### config.mk
export PLATFORM = sky130hd
export DESIGN_NAME = toplevel_c5g_led_switch_7segx2_gpio_uart
export DESIGN_NICKNAME = d
export VERILOG_FILES = /design/src/rtl/toplevel_c5g_led_switch_7segx2_gpio_uart.sv
export SDC_FILE = /design/constraint.sdc
export NUM_CORES = 1
export LEC_CHECK = 0
export ABC_AREA = 1
export CAP_MARGIN = 10
export CORE_MARGIN = 2
export CORE_UTILIZATION = 50
export DETAILED_ROUTE_END_ITERATION = 8
export DONT_BUFFER_PORTS = 1
export PLACE_DENSITY_LB_ADDON = 0.15
export SLEW_MARGIN = 25
export SYNTH_ARGS = -nofsm -noshare
export SYNTH_HDL_FRONTEND = slang
export SYNTH_HIERARCHICAL = 1
export SYNTH_SLANG_ARGS = --single-unit
### constraint.sdc
create_clock -name CLOCK_50_B5B -period 14.6 [get_ports CLOCK_50_B5B]
set_input_delay 1.46 -clock CLOCK_50_B5B [delete_from_list [all_inputs] [get_ports CLOCK_50_B5B]]
set_output_delay 1.46 -clock CLOCK_50_B5B [all_outputs]
set_load 0.02 [all_outputs]
### src/rtl/toplevel_c5g_led_switch_7segx2_gpio_uart.sv
// ----------------------------------------------------------------------------
// toplevel_c5g_led_switch_7segx2_gpio_uart
// Delta-sigma DAC demo top level for the C5G board, all on CLOCK_50_B5B.
//   KEY[0]/KEY[1]  : active-low frequency up/down buttons (2-FF sync + edge)
//   SW[1:0]        : amplitude attenuation (arithmetic right shift 0..3)
//   LEDR           : f_sel[9:0]
//   HEX0/HEX1      : active-low hex digits of f_sel[3:0] / f_sel[7:4]
//   LEDG[0]        : DSM bit, LEDG[7:1] = 0
//   GPIO[0]/GPIO[1]: DSM bit / inverted DSM bit, GPIO[35:2] = 0
//   UART_TX        : idle high
//   CPU_RESET_n    : active-low board reset, used as synchronous rst
// Pipeline: acc -> ROM address reg -> ROM data reg -> shift/convert reg ->
// DSM reg, i.e. 4 clocks from phase accumulator to GPIO[0].
// ----------------------------------------------------------------------------

// Sine table, 65536 x 16 bit, registered address and registered data.
// The table contents are a parabolic approximation of one two's-complement
// sine period, computed from the address so no init file is needed.
module rom_addr16bit (
    input  logic        clk_i,
    input  logic        rst_i,
    input  logic [15:0] addr_i,
    output logic [15:0] q_o
);
    logic [15:0] addr_q;
    logic [15:0] q_q;

    // Half-wave parabola x*(32767-x)/8192, negated in the second half.
    function automatic logic [15:0] sine_word(input logic [15:0] a);
        logic [14:0] x;
        logic [29:0] p;
        logic [15:0] y;
        x = a[14:0];
        p = {15'd0, x} * {15'd0, 15'h7FFF - x};
        y = {1'b0, p[27:13]};
        if (a[15]) begin
            sine_word = 16'd0 - y;
        end else begin
            sine_word = y;
        end
    endfunction

    // Address and output registers; table contents are not affected by rst.
    always_ff @(posedge clk_i) begin
        if (rst_i) begin
            addr_q <= 16'd0;
            q_q    <= 16'd0;
        end else begin
            addr_q <= addr_i;
            q_q    <= sine_word(addr_q);
        end
    end

    assign q_o = q_q;
endmodule

module toplevel_c5g_led_switch_7segx2_gpio_uart (
    input  logic        CLOCK_125_p,
    input  logic        CLOCK_50_B5B,
    input  logic        CLOCK_50_B6A,
    input  logic        CLOCK_50_B7A,
    input  logic        CLOCK_50_B8A,
    input  logic        CPU_RESET_n,
    input  logic [3:0]  KEY,
    input  logic [9:0]  SW,
    input  logic        UART_RX,
    output logic [7:0]  LEDG,
    output logic [9:0]  LEDR,
    output logic [6:0]  HEX0,
    output logic [6:0]  HEX1,
    output logic        UART_TX,
    output logic [35:0] GPIO
);
    logic        rst;
    logic [1:0]  key_s1_q, key_s2_q, key_prev_q;
    logic        up_pulse_s, dn_pulse_s;
    logic [15:0] f_sel_q, f_sel_d;
    logic [23:0] acc_q;
    logic [15:0] rom_data_s;
    logic signed [15:0] shifted_s;
    logic [15:0] u_q;
    logic [16:0] dacc_d;
    logic [15:0] dacc_q;
    logic [1:0]  gpio_q;
    logic [9:0]  ledr_q;
    logic [6:0]  hex0_q, hex1_q;
    logic        unused_s;

    assign rst = ~CPU_RESET_n;

    // Active-low 7-segment patterns {g,f,e,d,c,b,a}.
    function automatic logic [6:0] seg7(input logic [3:0] d);
        case (d)
            4'h0:    seg7 = 7'b1000000;
            4'h1:    seg7 = 7'b1111001;
            4'h2:    seg7 = 7'b0100100;
            4'h3:    seg7 = 7'b0110000;
            4'h4:    seg7 = 7'b0011001;
            4'h5:    seg7 = 7'b0010010;
            4'h6:    seg7 = 7'b0000010;
            4'h7:    seg7 = 7'b1111000;
            4'h8:    seg7 = 7'b0000000;
            4'h9:    seg7 = 7'b0010000;
            4'hA:    seg7 = 7'b0001000;
            4'hB:    seg7 = 7'b0000011;
            4'hC:    seg7 = 7'b1000110;
            4'hD:    seg7 = 7'b0100001;
            4'hE:    seg7 = 7'b0000110;
            4'hF:    seg7 = 7'b0001110;
            default: seg7 = 7'b1111111;
        endcase
    endfunction

    // Key synchronizers; reset to the released level so no false press.
    always_ff @(posedge CLOCK_50_B5B) begin
        if (rst) begin
            key_s1_q   <= 2'b11;
            key_s2_q   <= 2'b11;
            key_prev_q <= 2'b11;
        end else begin
            key_s1_q   <= KEY[1:0];
            key_s2_q   <= key_s1_q;
            key_prev_q <= key_s2_q;
        end
    end

    assign up_pulse_s = key_prev_q[0] & ~key_s2_q[0];
    assign dn_pulse_s = key_prev_q[1] & ~key_s2_q[1];

    // Saturating up/down frequency select; simultaneous pulses cancel.
    always_comb begin
        f_sel_d = f_sel_q;
        case ({up_pulse_s, dn_pulse_s})
            2'b10: begin
                if (f_sel_q != 16'hFFFF) begin
                    f_sel_d = f_sel_q + 16'd1;
                end else begin
                    f_sel_d = f_sel_q;
                end
            end
            2'b01: begin
                if (f_sel_q != 16'h0000) begin
                    f_sel_d = f_sel_q - 16'd1;
                end else begin
                    f_sel_d = f_sel_q;
                end
            end
            default: f_sel_d = f_sel_q;
        endcase
    end

    // Frequency register and 24-bit phase accumulator.
    always_ff @(posedge CLOCK_50_B5B) begin
        if (rst) begin
            f_sel_q <= 16'd0;
            acc_q   <= 24'd0;
        end else begin
            f_sel_q <= f_sel_d;
            acc_q   <= acc_q + {8'd0, f_sel_q};
        end
    end

    rom_addr16bit u0_rom_addr16bit (
        .clk_i  (CLOCK_50_B5B),
        .rst_i  (rst),
        .addr_i (acc_q[23:8]),
        .q_o    (rom_data_s)
    );

    assign shifted_s = $signed(rom_data_s) >>> SW[1:0];
    // Carry out of the lower 16 bits is the DSM bit; only the low half is kept.
    assign dacc_d    = {1'b0, dacc_q} + {1'b0, u_q};

    // Attenuate/offset stage and first-order delta-sigma modulator.
    always_ff @(posedge CLOCK_50_B5B) begin
        if (rst) begin
            u_q    <= 16'h8000;
            dacc_q <= 16'd0;
            gpio_q <= 2'b10;
        end else begin
            u_q    <= $unsigned(shifted_s) ^ 16'h8000;
            dacc_q <= dacc_d[15:0];
            gpio_q <= {~dacc_d[16], dacc_d[16]};
        end
    end

    // Status display registers, one clock behind f_sel.
    always_ff @(posedge CLOCK_50_B5B) begin
        if (rst) begin
            ledr_q <= 10'd0;
            hex0_q <= 7'b1000000;
            hex1_q <= 7'b1000000;
        end else begin
            ledr_q <= f_sel_q[9:0];
            hex0_q <= seg7(f_sel_q[3:0]);
            hex1_q <= seg7(f_sel_q[7:4]);
        end
    end

    assign LEDR    = ledr_q;
    assign HEX0    = hex0_q;
    assign HEX1    = hex1_q;
    assign LEDG    = {7'd0, gpio_q[0]};
    assign GPIO    = {34'd0, gpio_q};
    assign UART_TX = 1'b1;

    assign unused_s = ^{CLOCK_125_p, CLOCK_50_B6A, CLOCK_50_B7A, CLOCK_50_B8A,
                        UART_RX, KEY[3:2], SW[9:2]};
endmodule

==> results, run 1 <==
- The run finished with clean final reports.
- The CTS clock-pin slew for the worst setup and hold paths is ~60 ps.
- The timing startpoint of the critical path is u0_rom_addr16bit/addr_q[8].
- In the synthesized netlist the async set-or-reset flop fraction comes to 0%.
- The critical path contains buffers and inverters numbering 4 combined.
- After the last flow step, the layout net total stands at between 2,000 and 3,000.
- The later-pin clock latency in the skew report is ~440 ps.
- The cell repeated most along the worst path is sky130_fd_sc_hd__fa_1.
- Buffers inserted during clock tree synthesis total 17.
- After layout, the worst path uses about half of the clock period.
- The peak fanout along the critical path is 18.
- After global routing the overflow that remains totals 0.
- The delay of the slowest cell on the worst path is 830 ps.
- The average cell area after synthesis is between 7 and 8 um^2.
- The via count of the first global-routing pass is approximately 13,000.
- The library cell used as clock root buffer is sky130_fd_sc_hd__clkbuf_16.
- The final-report hold violation count is 0.
- The flip-flop cell with the highest count after synthesis is sky130_fd_sc_hd__dfxtp_1.
- The worst-path cell with the longest stage delay is sky130_fd_sc_hd__clkinv_1.
- The synthesized instance count is 2,208.
- The die height is 179.9 um.
- Once detail routing completed, the nets flagged for antenna violations numbered 0.
- After clock tree synthesis, the setup repair step added 0 buffers.
- The violation count after the first detailed-route iteration is a little under 800.
- The slew of the pin with the lowest slew margin is between 800 and 900 ps.
- The kind of path behind the tightest hold check is reg2reg.
- The hold buffer count at cts is 0.
- The number of sinks handled by clock tree synthesis is 136.
- The final number of max-transition violations is 0.
- The most frequent standard cell in the layout excluding fill and tap cells is sky130_fd_sc_hd__nand2_1.
- The placed instances occupy a cell area of ~0.016 mm^2.
- The final routed DRC violation total is 0.
- The register area share after synthesis is 17.60%.
- The signal arrival time at the worst endpoint is between 7000 and 8000 ps.
- The total power divided by cell area is a little over 90 mW/mm^2.
- The element type at the critical path start is a flop.
- The core area is about 0.03 mm^2.
- The data required time at the worst endpoint is 14,920 ps.
- Summed over all nets, the half-perimeter wirelength after detailed placement is 28,640 um.
- The total setup violations reported at the end of the flow is 0.
- The detailed-route wire length per cell is 14.53 um.
- The setup clock skew after layout is approximately 6.6 ps.
- Adding up every negative setup slack in the final design gives 0 ps.
- After layout, the design draws a total of 0.001471 W.
- The die covers approximately 0.032 mm^2.
- The clock passes through at most 2 buffers.
- The share of cells above drive strength 1 is between 5 and 6%.
- The maximum clock frequency is 137.6 MHz.
- The finished layout cell area is roughly 0.016 mm^2.
- The TritonCTS clock tree is done.
- The family with the most delay on the worst path is adder cells.
- The largest voltage drop on the vdd net is 87.21 uV.
- The initial cell density of the core is between 50% and 60%.
- The startpoint identified for the worst hold timing path is u0_rom_addr16bit/q_o[15].
- The number of gates resized after CTS was 0.
- The combined area of all synthesized cells is between 0.015 and 0.02 mm^2.
- Pin placement for this block handled 90 I/O pins.
- The layout overhead on the synthesized area is 4.480%.
- The initial antenna violation count came to 1.
- Max-cap violations in this run came to 0.
- Measured against its own limit, the worst slew margin works out to a little over two fifths.
- The synthesized netlist contains 50 unique library cells.
- Input and output buffers added on the ports amount to 0.
- Using the TritonRoute via totals, the vias-per-cell ratio works out to a little over 5.
- The number of H-tree levels is 4.
- The number of synthesis warnings is 6.
- The worst flop-to-flop path startpoint is u0_rom_addr16bit/addr_q[8].
- Summing all flip-flop and latch instances after layout gives 0.002723 mm^2.
- In the layout the commonest cells are 494 x sky130_fd_sc_hd__nand2_1, 418 x sky130_fd_sc_hd__inv_1, 279 x sky130_fd_sc_hd__nor2_1, 154 x sky130_fd_sc_hd__ha_1, 150 x sky130_fd_sc_hd__fa_1.
- The via count of the routed design is around 13,000.
- The first-pass GRT wire length is approximately 63,000 um.
- Entering global routing, the biggest net connects 68 pins.
- The total routing resource utilization after global routing is around a quarter.
- The number of fillers in the final layout is around 3,000.
- The congestion estimate from routability-driven global placement came to ~0.92.
- The total number of placement rows is 64.
- The endpoint class of the critical path is a flop.
- The routed wire length is between 30,000 and 40,000 um.
- The diode insertion count for antenna repair is 0.
- The clock period minus final worst setup slack is between 7000 and 8000 ps.
- Setup repair after global routing left no endpoint under its margin.
- The first-pass iteration count of the detailed router is 5.
- The die is ~180 um wide.
- The number of enable flip-flop cells after synthesis is 0.
- The critical path is of the reg2reg type.
- The area occupied by multi-input gates is roughly 0.011 mm^2.
- The static power due to leakage is about 8.9 nW.
- After synthesis the netlist holds a flip-flop and latch count of roughly 140.
area by class of cell:
cell class / instances / share of cell area [%]
Multi-Input combinational cell: 1572 / 65.98
Sequential cell: 136 / 16.84
Inverter: 436 / 10.12
Tap cell: 396 / 3.065
Clock buffer: 19 / 2.740
Clock inverter: 13 / 0.7430
Timing Repair Buffer: 11 / 0.5108
final timing paths:
check,to,slack [ps],depth (start not counted)
worst min-delay path,u_q[15],410,1
worst min register to register,u_q[15],410,1
worst max-delay path,u0_rom_addr16bit/q_o[14],7330,26
worst max register to register,u0_rom_addr16bit/q_o[14],7330,26
metal layers:
layer / track usage (%) / vias up / share of wire, %
met5: 0 / - / 0.035
li1: - / 6591 / -
met1: 30.25 / 6289 / 44
met3: 3.566 / 59 / 4.6
met2: 41.98 / 328 / 49
met4: 6.894 / 2 / 2.3
cell usage after synthesis, types with 5 or more instances:
cell | n | area (um^2)
sky130_fd_sc_hd__or2_2 | 5 | 31.28
sky130_fd_sc_hd__buf_2 | 6 | 30.03
sky130_fd_sc_hd__fa_1 | 150 | 3003
sky130_fd_sc_hd__ha_1 | 155 | 1939
sky130_fd_sc_hd__nor2_4 | 10 | 112.6
sky130_fd_sc_hd__buf_1 | 10 | 37.54
sky130_fd_sc_hd__xnor2_1 | 6 | 52.55
sky130_fd_sc_hd__o21ai_0 | 72 | 360.4
sky130_fd_sc_hd__clkinv_1 | 7 | 26.28
sky130_fd_sc_hd__buf_4 | 44 | 330.3
sky130_fd_sc_hd__inv_1 | 418 | 1569
sky130_fd_sc_hd__buf_6 | 5 | 56.30
sky130_fd_sc_hd__nand2_2 | 31 | 193.9
sky130_fd_sc_hd__nor2_2 | 13 | 81.33
sky130_fd_sc_hd__o21a_1 | 5 | 37.54
sky130_fd_sc_hd__nor3_1 | 16 | 80.08
sky130_fd_sc_hd__dfxtp_1 | 136 | 2723
sky130_fd_sc_hd__o21bai_1 | 8 | 60.06
sky130_fd_sc_hd__nand3_2 | 5 | 50.05
sky130_fd_sc_hd__a21oi_1 | 123 | 615.6
sky130_fd_sc_hd__clkbuf_1 | 39 | 146.4
sky130_fd_sc_hd__nor2_1 | 279 | 1047
sky130_fd_sc_hd__nand4_1 | 14 | 87.58
sky130_fd_sc_hd__nand2_1 | 494 | 1854
sky130_fd_sc_hd__xor2_1 | 8 | 70.07
sky130_fd_sc_hd__nand3_1 | 88 | 440.4
sky130_fd_sc_hd__inv_2 | 11 | 41.29
power breakdown:
group | internal (W) | switching (W) | total (W)
combinational | 0.000216 | 0.000394 | 0.000610
sequential | 0.000408 | 0.0000361 | 0.000444
clock | 0.000240 | 0.000178 | 0.000418
flip-flops by register name, indices dropped and copies added, names as in the netlist:
register                 count
acc_q                       24
dacc_q                      16
f_sel_q                     16
u0_rom_addr16bit/addr_q     16
u0_rom_addr16bit/q_o        16
u_q                         16
LEDR                        10
HEX0                         7
HEX1                         7
gpio_q                       2
key_prev_q                   2
key_s1_q                     2
key_s2_q                     2
per-stage QoR:
stage / worst slack, ps / util, % / hold slack (ps) / cells
after floorplan: 8639 / - / 371.1 / 2248
after global placement: 7480 / 51.13 / 387.6 / 2551
after detailed placement: 7399 / 51.13 / 393.2 / 2551
after CTS: 7379 / 52.98 / 412.2 / 2583
after global routing: 6892 / 52.99 / 421.7 / 2583
final: 7332 / 52.99 / 406.0 / 2583
worst reg2reg max path, stage by stage (launching register included):
cell                       delay (ps)
sky130_fd_sc_hd__dfxtp_1          810
sky130_fd_sc_hd__clkinv_1         850
sky130_fd_sc_hd__nand2_1          300
sky130_fd_sc_hd__fa_1             430
sky130_fd_sc_hd__inv_1             90
sky130_fd_sc_hd__fa_1             420
sky130_fd_sc_hd__inv_1             80
sky130_fd_sc_hd__fa_1             440
sky130_fd_sc_hd__fa_1             520
sky130_fd_sc_hd__fa_1             540
sky130_fd_sc_hd__fa_1             550
sky130_fd_sc_hd__inv_1             40
sky130_fd_sc_hd__ha_1             390
sky130_fd_sc_hd__nand2_2          130
sky130_fd_sc_hd__nor2_4           170
sky130_fd_sc_hd__nand3_1          110
sky130_fd_sc_hd__nand3_1          140
sky130_fd_sc_hd__nand2_1           60
sky130_fd_sc_hd__nand2_1          140
sky130_fd_sc_hd__ha_1             280
sky130_fd_sc_hd__nand3_4          110
sky130_fd_sc_hd__nor2_4           130
sky130_fd_sc_hd__nand3_2          100
sky130_fd_sc_hd__nand2_2          110
sky130_fd_sc_hd__nand3_1           90
sky130_fd_sc_hd__nand2_1           80
sky130_fd_sc_hd__nor2_1            60
logic make-up after synthesis:
| group | Yosys count | synth area share [%] |
|---|---|---|
| DFF | 136 | 17.60 |
| other | 2 | 0.04854 |
| AOI/OAI and AO/OA | 242 | 8.580 |
| and+or+nand+nor | 969 | 26.58 |
| adders and majority gates | 305 | 31.94 |
| xor gates and xnor gates | 14 | 0.7925 |
| buffers and inverters | 540 | 14.46 |
Power figures use the tool's default switching activity.
==> inputs of run 2 (changes only) <==
- ABC_AREA: 1 -> 0
- clock period: 14.6 -> 7.3 ns (I/O delays scaled with it)
==> results, run 2 <==
- Status: complete, no violations (unchanged).
- The synthesized instance count is 1,710 (was 2,208).
- The maximum clock frequency is 143.7 MHz (was 137.6 MHz).
- The number of buffers added by the clock tree synthesis step is 17 (unchanged).
- RSZ-0062 raised after global routing: no (unchanged).
- The TritonCTS clock tree was done (unchanged).
- The family with the most delay on the worst path is adder cells (unchanged).
- The number of H-tree levels was 4 (unchanged).
- The I/O pin total is 90 (unchanged).
- The detail-routed via count per cell is 5.352 (was 5.137).
- The initial antenna violation count came to 0 (was 1).
- The sequential cell area in the final layout is 0.002728 mm^2 (was 0.002723 mm^2).
- The switching part of the total is 29.65% (was 41.34%).
- The combined area of all synthesized cells is 0.01476 mm^2 (was 0.01547 mm^2).
- The number of stages on the worst setup path is 24 (was 26).
- The count of input and output buffers is 0 (unchanged).
- The signal arrival time at the worst endpoint came to 7300 ps (was 7590 ps).
- Top library cells by usage in the layout, fill and taps aside: 212 x sky130_fd_sc_hd__inv_1, 179 x sky130_fd_sc_hd__nor2_1, 155 x sky130_fd_sc_hd__ha_1, 150 x sky130_fd_sc_hd__fa_1, 133 x sky130_fd_sc_hd__nand2_1 (was 494 x sky130_fd_sc_hd__nand2_1, 418 x sky130_fd_sc_hd__inv_1, 279 x sky130_fd_sc_hd__nor2_1, 154 x sky130_fd_sc_hd__ha_1, 150 x sky130_fd_sc_hd__fa_1).
- The violation count after the first detailed-route iteration is 430 (was 777).
- The clock network fraction of total power is 41.2% (was 28.4%).
- The delay of the slowest cell on the worst path was 570 ps (was 830 ps).
- The cell with the most instances after synthesis is sky130_fd_sc_hd__inv_1 (was sky130_fd_sc_hd__nand2_1).
- The largest voltage drop on the vdd net is 151.6 uV (was 87.21 uV).
- The kind of path behind the tightest hold check is in2reg (was reg2reg).
- The weighted congestion at the end of routability-driven global placement is 0.8540 (was 0.9157).
- The hold path startpoint is CPU_RESET_n (was u0_rom_addr16bit/q_o[15]).
- The relative slew slack is 32.55% (was 42.35%).
- The slew of the pin with the lowest slew margin came to 1010 ps (was 863.6 ps).
- The terminating pin of the worst hold path is key_prev_q[0] (was u_q[15]).
- The total routing resource utilization after global routing is 22.49% (was 23.83%).
- The register bit count reported by yosys is 136 (unchanged).
- The number of synthesis warnings is 6 (unchanged).
- The first-pass iteration count of the detailed router came to 5 (unchanged).
- The first-pass GRT wire length is 56,740 um (was 63,160 um).
- The via count of the first global-routing pass is 11,440 (was 13,034).
- The routed wire length is 32,470 um (was 37,540 um).
- The via count of the routed design is 11,117 (was 13,269).
- The total number of placement rows came to 62 (was 64).
- The clock tree buffer depth is 2 (unchanged).
- The buffer and inverter count on the worst path is 7 (was 4).
- The endpoint class of the critical path is a flop (unchanged).
- Cell types with the largest area share after synthesis: sky130_fd_sc_hd__fa_1 20%, sky130_fd_sc_hd__dfxtp_1 18%, sky130_fd_sc_hd__ha_1 13% (was sky130_fd_sc_hd__fa_1 19%, sky130_fd_sc_hd__dfxtp_1 18%, sky130_fd_sc_hd__ha_1 13%).
- The later-pin clock latency in the skew report is 430 ps (was 440 ps).
- The area occupied by multi-input gates is 0.01065 mm^2 (was 0.01067 mm^2).
- The cell count of the worst hold path is 1 (unchanged).
- The data required time at the worst endpoint is 7640 ps (was 14,920 ps).
- The worst-path cell with the longest stage delay is sky130_fd_sc_hd__fa_1 (was sky130_fd_sc_hd__clkinv_1).
- Traced cell by cell, the critical path runs through inv_1 -> buf_4 -> nand2_1 -> fa_1 -> inv_1 -> fa_1 -> fa_1 -> fa_1 -> fa_1 -> inv_1 -> fa_1 -> inv_1 -> ha_1 -> buf_4 -> nand4_1 -> or2_2 -> or3_2 -> nand3_1 -> a221oi_4 -> nand4b_1 -> buf_4 -> a211oi_1 -> or3_1 -> a21oi_1.
- The total global routing overflow is 0 (unchanged).
- The pin count of the biggest net entering global routing was 71 (was 68).
- The sequential fraction of design power is 39.0% (was 30.2%).
- The count of maximum capacitance violations is 0 (unchanged).
- The setup clock skew after layout was 5.887 ps (was 6.552 ps).
- The width of the die came to 175.8 um (was 179.9 um).
- The residual antenna-violating net count after detailed routing was 0 (unchanged).
- The finished layout cell area was 0.01562 mm^2 (was 0.01617 mm^2).
- The total setup violations reported at the end of the flow is 0 (unchanged).
- The final total negative setup slack is 0 ps (unchanged).
- The total power divided by cell area came to 132.0 mW/mm^2 (was 91.02 mW/mm^2).
- The final routed DRC violation total is 0 (unchanged).
- The combinational power share is 19.8% (was 41.4%).
- The ratio of final minimum period to clock period was 95.31% (was 49.78%).
- The final-report hold violation count is 0 (unchanged).
- The met2 routed wirelength is 15,670 um (was 18,290 um).
- The static power due to leakage is 7.698 nW (was 8.906 nW).
- The CTS clock-pin slew for the worst setup and hold paths came to 60 ps (about the same).
- The die area is 0.03092 mm^2 (was 0.03237 mm^2).
- The category of the most critical setup path is reg2reg (unchanged).
- The wire length the detailed router placed on met1 was 14,990 um (was 16,640 um).
- The cell repeated most along the worst path is sky130_fd_sc_hd__fa_1 (unchanged).
- The net switching power is 0.0006114 W (was 0.0006082 W).
- The peak fanout along the critical path is 7 (was 18).
- The topmost layer with routed signal wires was met4 (was met5).
- The average cell area after synthesis came to 8.633 um^2 (was 7.007 um^2).
- The number of enable flip-flop cells after synthesis is 0 (unchanged).
- The cell count of the worst reg-to-reg path is 24 (was 26).
- The register area share after synthesis is 18.44% (was 17.60%).
- The cell total after placement is 2,045 (was 2,551).
- The count of different cell masters after synthesis came to 97 (was 50).
- Most instantiated cells after synthesis: 214 x sky130_fd_sc_hd__inv_1, 179 x sky130_fd_sc_hd__nor2_1, 155 x sky130_fd_sc_hd__ha_1, 150 x sky130_fd_sc_hd__fa_1, 136 x sky130_fd_sc_hd__dfxtp_1 (was 494 x sky130_fd_sc_hd__nand2_1, 418 x sky130_fd_sc_hd__inv_1, 279 x sky130_fd_sc_hd__nor2_1, 155 x sky130_fd_sc_hd__ha_1, 150 x sky130_fd_sc_hd__fa_1).
- The layout overhead on the synthesized area was 5.789% (was 4.480%).
- The final number of max-transition violations came to 0 (unchanged).
- The end of the worst register-to-register path was u0_rom_addr16bit/q_o[12] (was u0_rom_addr16bit/q_o[14]).
- The internal portion of total power is 0.001451 W (was 0.0008631 W).
- The clock period minus final worst setup slack is 6958 ps (was 7268 ps).
- The diode insertion count for antenna repair is 0 (unchanged).
- The initial cell density of the core was 51.16% (was 50.71%).
- The leading area contributor after synthesis is sky130_fd_sc_hd__fa_1 (unchanged).
- The die height is 175.8 um (was 179.9 um).
- The detailed-route wire length per cell was 15.63 um (was 14.53 um).
- The number of sinks handled by clock tree synthesis is 136 (unchanged).
- The library cell used as clock root buffer is sky130_fd_sc_hd__clkbuf_16 (unchanged).
- The setup slack of the worst register-to-register path is 340 ps (was 7330 ps).
- The standard cell area after detailed placement is 0.01501 mm^2 (was 0.01560 mm^2).
- The non-filler instance count after layout is 2,077 (was 2,583).
- The worst flop-to-flop path startpoint is u0_rom_addr16bit/addr_q[9] (was u0_rom_addr16bit/addr_q[8]).
- The total half-perimeter wirelength after legalization and detailed placement came to 24,720 um (was 28,640 um).
- The total length of routed met3 wires came to 1213 um (was 1730 um).
- The most frequent standard cell in the layout excluding fill and tap cells is sky130_fd_sc_hd__inv_1 (was sky130_fd_sc_hd__nand2_1).
- The top register by number of flip-flops is acc_q (unchanged).
- The number of fillers in the final layout is 2,724 (was 3,016).
- The element type at the critical path start is a flop (unchanged).
- The number of flip-flops under the largest register name is 24 (unchanged).
- The top cell type's share of synthesized area came to 20.34% (was 19.41%).
- The final net count is 2,007 (was 2,500).
- The worst hold slack after final layout is 376.1 ps (was 406.0 ps).
- The flip-flop cell with the highest count after synthesis is sky130_fd_sc_hd__dfxtp_1 (unchanged).
- The share of cells above drive strength 1 is 8.033% (was 5.761%).
- The proportion of register bits with asynchronous set or reset after synthesis is 0% (unchanged).
- The core area is 0.02886 mm^2 (was 0.03051 mm^2).
## run 2: worst max-delay path by stage
| stage | from | endpoint | slack [ps] |
|---|---|---|---|
| after floorplan | u0_rom_addr16bit/addr_q[8] | u0_rom_addr16bit/q_o[14] | 530 |
| after global placement | u0_rom_addr16bit/addr_q[5] | u0_rom_addr16bit/q_o[12] | 310 |
| after detailed placement | u0_rom_addr16bit/addr_q[5] | u0_rom_addr16bit/q_o[14] | 350 |
| after CTS | u0_rom_addr16bit/addr_q[5] | u0_rom_addr16bit/q_o[11] | 290 |
| after global routing | u0_rom_addr16bit/addr_q[5] | u0_rom_addr16bit/q_o[14] | 3 |
| final | u0_rom_addr16bit/addr_q[9] | u0_rom_addr16bit/q_o[12] | 340 |
## run 2: cell type report
class	count	area share (%)
multi-input cells	1261	68.22
flip-flops and latches	136	17.47
inverters	223	5.408
well taps	384	3.076
clock buffers	21	2.948
repair buffers	42	2.099
clock inverters	10	0.7851
## run 2: repair_timing
| item | 4_1_cts | 5_1_grt |
|---|---|---|
| endpoints found under the setup margin | 0 | 4 |
| setup buffers | 0 | 1 |
| hold buffers | 0 | 0 |
| gates resized for setup | 0 | 7 |
## run 2: cell families after synthesis
logic type,after synthesis,share of synthesized area [%]
XOR/XNOR,56,3.322
multiplexers,33,3.339
buffers and inverters,353,10.41
adder cells (fa/ha/maj),305,33.48
other,2,0.05087
AO/OA/AOI/OAI,298,13.50
flip-flops,136,18.44
AND/OR/NAND/NOR,527,17.46
## run 2: per-stage QoR
| stage | power (W) | util (%) | worst slack, ps |
|---|---|---|---|
| 2_1_floorplan | 0.001161 | - | 525.7 |
| 3_3_place_gp | 0.001223 | 52.03 | 309.0 |
| 3_5_place_dp | 0.001225 | 52.03 | 348.5 |
| 4_1_cts | 0.002084 | 54.05 | 286.1 |
| 5_1_grt | 0.002175 | 54.12 | 2.730 |
| 6_report | 0.002062 | 54.12 | 342.4 |
## run 2: layer usage
metal,track usage (%),vias to the layer above
met3,3.658,40
met5,0,-
li1,-,5465
met1,29.77,5408
met2,38.07,204
met4,6.371,0
## run 2: power groups by stage
stage          Sequential [W]  Combinational [W]  Clock [W]
4_1_cts              0.000804           0.000411   0.000869
2_1_floorplan        0.000805           0.000357          0
6_report             0.000804           0.000409   0.000849
3_3_place_gp         0.000819           0.000404          0
5_1_grt              0.000808           0.000468   0.000898
3_5_place_dp         0.000820           0.000405          0
==> inputs of run 3 (changes only) <==
- PLACE_DENSITY: unset -> 0.66
- PLACE_DENSITY_LB_ADDON: 0.15 -> unset
==> results, run 3 (synthesis gave the netlist of run 2 again) <==
- The pin count of the biggest net entering global routing is 76 (was 71).
- The cell count of the worst reg-to-reg path was 19 (was 24).
- The timing startpoint of the critical path is u0_rom_addr16bit/addr_q[7] (was u0_rom_addr16bit/addr_q[9]).
- Top library cells by usage in the layout, fill and taps aside: 212 x sky130_fd_sc_hd__inv_1, 179 x sky130_fd_sc_hd__nor2_1, 155 x sky130_fd_sc_hd__ha_1, 150 x sky130_fd_sc_hd__fa_1, 134 x sky130_fd_sc_hd__dfxtp_1 (was 212 x sky130_fd_sc_hd__inv_1, 179 x sky130_fd_sc_hd__nor2_1, 155 x sky130_fd_sc_hd__ha_1, 150 x sky130_fd_sc_hd__fa_1, 133 x sky130_fd_sc_hd__nand2_1).
- The CTS clock-pin slew for the worst setup and hold paths is 60 ps (about the same).
- The category of the most critical setup path is reg2reg (unchanged).
- Status: complete, no violations (unchanged).
- The slew of the pin with the lowest slew margin came to 989.6 ps (was 1010 ps).
- The fraction of the core area covered by cells at the end of the flow is 54.14% (was 54.12%).
- The cell total after placement is 2,041 (was 2,045).
- The share of cells above drive strength 1 is 7.861% (was 8.033%).
- The diode insertion count for antenna repair is 0 (unchanged).
- The number of buffers added by the clock tree synthesis step is 17 (unchanged).
- The number of fillers in the final layout came to 2,706 (was 2,724).
- The via count of the routed design is 11,149 (was 11,117).
- The number of flip-flops under the largest register name is 24 (unchanged).
- The die height is 175.8 um (unchanged).
- The layout overhead on the synthesized area was 5.840% (was 5.789%).
- The clock network fraction of total power is 42.6% (was 41.2%).
- The sequential fraction of design power is 37.9% (was 39.0%).
- The combinational power share is 19.5% (was 19.8%).
- The via count of the first global-routing pass is 11,516 (was 11,440).
- The library cell used as clock root buffer is sky130_fd_sc_hd__clkbuf_16 (unchanged).
- The signal arrival time at the worst endpoint came to 7290 ps (was 7300 ps).
- The count of maximum capacitance violations is 0 (unchanged).
- The static power due to leakage is 7.707 nW (was 7.698 nW).
- The data required time at the worst endpoint is 7620 ps (was 7640 ps).
- The met2 routed wirelength is 15,410 um (was 15,670 um).
- The clock tree buffer depth came to 2 (unchanged).
- The core area is 0.02886 mm^2 (unchanged).
- The internal portion of total power is 0.001508 W (was 0.001451 W).
- The relative slew slack is 33.94% (was 32.55%).
- The hold buffer count at cts was 0 (unchanged).
- The sequential cell area in the final layout is 0.002725 mm^2 (was 0.002728 mm^2).
- The number of sinks handled by clock tree synthesis was 136 (unchanged).
- The final number of max-transition violations was 0 (unchanged).
- The maximum clock frequency is 143.5 MHz (was 143.7 MHz).
- The ratio of final minimum period to clock period is 95.45% (was 95.31%).
- The violation count after the first detailed-route iteration is 512 (was 430).
- The net switching power is 0.0006083 W (was 0.0006114 W).
- The final total negative setup slack came to 0 ps (unchanged).
- The peak fanout along the critical path is 11 (was 7).
- The end of the worst register-to-register path is u0_rom_addr16bit/q_o[14] (was u0_rom_addr16bit/q_o[12]).
- The first-pass GRT wire length is 54,450 um (was 56,740 um).
- The kind of path behind the tightest hold check was in2reg (unchanged).
- The non-filler instance count after layout was 2,076 (was 2,077).
- The width of the die is 175.8 um (unchanged).
- RSZ-0062 raised after global routing: no (unchanged).
- The initial cell density of the core was 51.16% (unchanged).
- The final-report hold violation count is 0 (unchanged).
- The total number of placement rows was 62 (unchanged).
- The top register by number of flip-flops is acc_q (unchanged).
- The final routed DRC violation total is 0 (unchanged).
- The largest voltage drop on the vdd net was 144.5 uV (was 151.6 uV).
- The weighted congestion at the end of routability-driven global placement came to 0.8352 (was 0.8540).
- The topmost layer with routed signal wires is met4 (unchanged).
- The I/O pin total was 90 (unchanged).
- The most frequent standard cell in the layout excluding fill and tap cells is sky130_fd_sc_hd__inv_1 (unchanged).
- The worst hold slack after final layout came to 382.6 ps (was 376.1 ps).
- The residual antenna-violating net count after detailed routing came to 0 (unchanged).
- The total global routing overflow is 0 (unchanged).
- The endpoint class of the critical path is a flop (unchanged).
- The element type at the critical path start is a flop (unchanged).
- The clock period minus final worst setup slack is 6968 ps (was 6958 ps).
- The TritonCTS clock tree is done (unchanged).
- The final net count is 2,005 (was 2,007).
- The standard cell area after detailed placement was 0.01497 mm^2 (was 0.01501 mm^2).
- The finished layout cell area is 0.01563 mm^2 (was 0.01562 mm^2).
- The detail-routed via count per cell is 5.370 (was 5.352).
- The total length of routed met3 wires is 1132 um (was 1213 um).
- The area occupied by multi-input gates is 0.01065 mm^2 (unchanged).
- The total setup violations reported at the end of the flow is 0 (unchanged).
- The initial antenna violation count was 0 (unchanged).
- The wire length the detailed router placed on met1 is 14,310 um (was 14,990 um).
- The routed wire length is 31,520 um (was 32,470 um).
- The setup slack of the worst register-to-register path came to 330 ps (was 340 ps).
- The capture point of the worst path is u0_rom_addr16bit/q_o[14] (was u0_rom_addr16bit/q_o[12]).
- The setup clock skew after layout is 10.73 ps (was 5.887 ps).
- The detailed-route wire length per cell came to 15.18 um (was 15.63 um).
- The die area is 0.03092 mm^2 (unchanged).
- The number of H-tree levels came to 4 (unchanged).
- The first-pass iteration count of the detailed router was 7 (was 5).
- The worst flop-to-flop path startpoint is u0_rom_addr16bit/addr_q[7] (was u0_rom_addr16bit/addr_q[9]).
- The total half-perimeter wirelength after legalization and detailed placement is 24,090 um (was 24,720 um).
- The total power divided by cell area is 135.5 mW/mm^2 (was 132.0 mW/mm^2).
- The later-pin clock latency in the skew report was 430 ps (about the same).
- The total routing resource utilization after global routing was 21.63% (was 22.49%).
- The count of input and output buffers was 0 (unchanged).
- The switching part of the total is 28.74% (was 29.65%).
## run 3: cell count changes in the layout (fill, tap and decap cells not counted), moves of 2 or more
cell                        before  now
sky130_fd_sc_hd__clkinv_4        4    2
sky130_fd_sc_hd__dfxtp_2         4    2
sky130_fd_sc_hd__dfxtp_1       132  134
sky130_fd_sc_hd__bufinv_16       2    4
sky130_fd_sc_hd__clkinv_2        1    5
## run 3: how the worst min path moves through the flow
stage / slack [ps] / endpoint / from / cells after the start
6_report: 380 / HEX0[6] / CPU_RESET_n / 1
5_1_grt: 360 / key_prev_q[0] / CPU_RESET_n / 1
4_1_cts: 370 / key_s2_q[0] / CPU_RESET_n / 1
3_5_place_dp: 390 / key_s2_q[0] / key_s1_q[0] / 1
3_3_place_gp: 390 / key_s2_q[0] / key_s1_q[0] / 1
2_1_floorplan: 380 / u_q[15] / u0_rom_addr16bit/q_o[15] / 1
## run 3: power by group through the flow
stage | Sequential, W | Clock [W] | Combinational (W)
floorplan | 0.000805 | 0 | 0.000357
global placement | 0.000819 | 0 | 0.000391
detailed placement | 0.000819 | 0 | 0.000402
CTS | 0.000803 | 0.000920 | 0.000406
global route | 0.000808 | 0.000952 | 0.000468
finish | 0.000803 | 0.000901 | 0.000412
## run 3: per-stage QoR
step	total power, W	worst slack, ps
6_report	0.002117	332.2
5_1_grt	0.002228	27.21
4_1_cts	0.002129	218.8
3_5_place_dp	0.001221	225.9
3_3_place_gp	0.001210	274.2
2_1_floorplan	0.001161	525.7
## run 3: final cells by class
type	count	share of cell area, %
clock buffers	19	2.835
clock inverters	13	1.137
inverters	223	5.405
multi-input cells	1261	68.19
flip-flops and latches	136	17.44
well taps	384	3.075
repair buffers	40	1.922
## run 3: what timing repair did
action / 4_1_cts / 5_1_grt
hold endpoints to repair: 0 / 0
setup endpoints to repair: 0 / 4
setup buffers: 0 / 3
gates resized for setup: 0 / 4
## run 3: worst max-delay path, cell delays in order, from the launching register on
cell	delay (ps)
sky130_fd_sc_hd__dfxtp_1	330
sky130_fd_sc_hd__clkinv_1	390
sky130_fd_sc_hd__ha_1	470
sky130_fd_sc_hd__inv_1	40
sky130_fd_sc_hd__ha_1	300
sky130_fd_sc_hd__fa_1	530
sky130_fd_sc_hd__fa_1	450
sky130_fd_sc_hd__fa_1	520
sky130_fd_sc_hd__fa_1	550
sky130_fd_sc_hd__inv_1	60
sky130_fd_sc_hd__fa_1	530
sky130_fd_sc_hd__inv_1	40
sky130_fd_sc_hd__ha_1	320
sky130_fd_sc_hd__a21oi_1	280
sky130_fd_sc_hd__o21ai_2	140
sky130_fd_sc_hd__or4_4	560
sky130_fd_sc_hd__a221oi_4	360
sky130_fd_sc_hd__nand4b_1	280
sky130_fd_sc_hd__o41ai_2	370
sky130_fd_sc_hd__mux2_2	370
## run 3: per-layer routing
| layer | vias up | track usage, % |
|---|---|---|
| met5 | - | 0 |
| met4 | 0 | 7.094 |
| met3 | 46 | 3.442 |
| met2 | 219 | 37.24 |
| met1 | 5420 | 27.78 |
| li1 | 5464 | - |
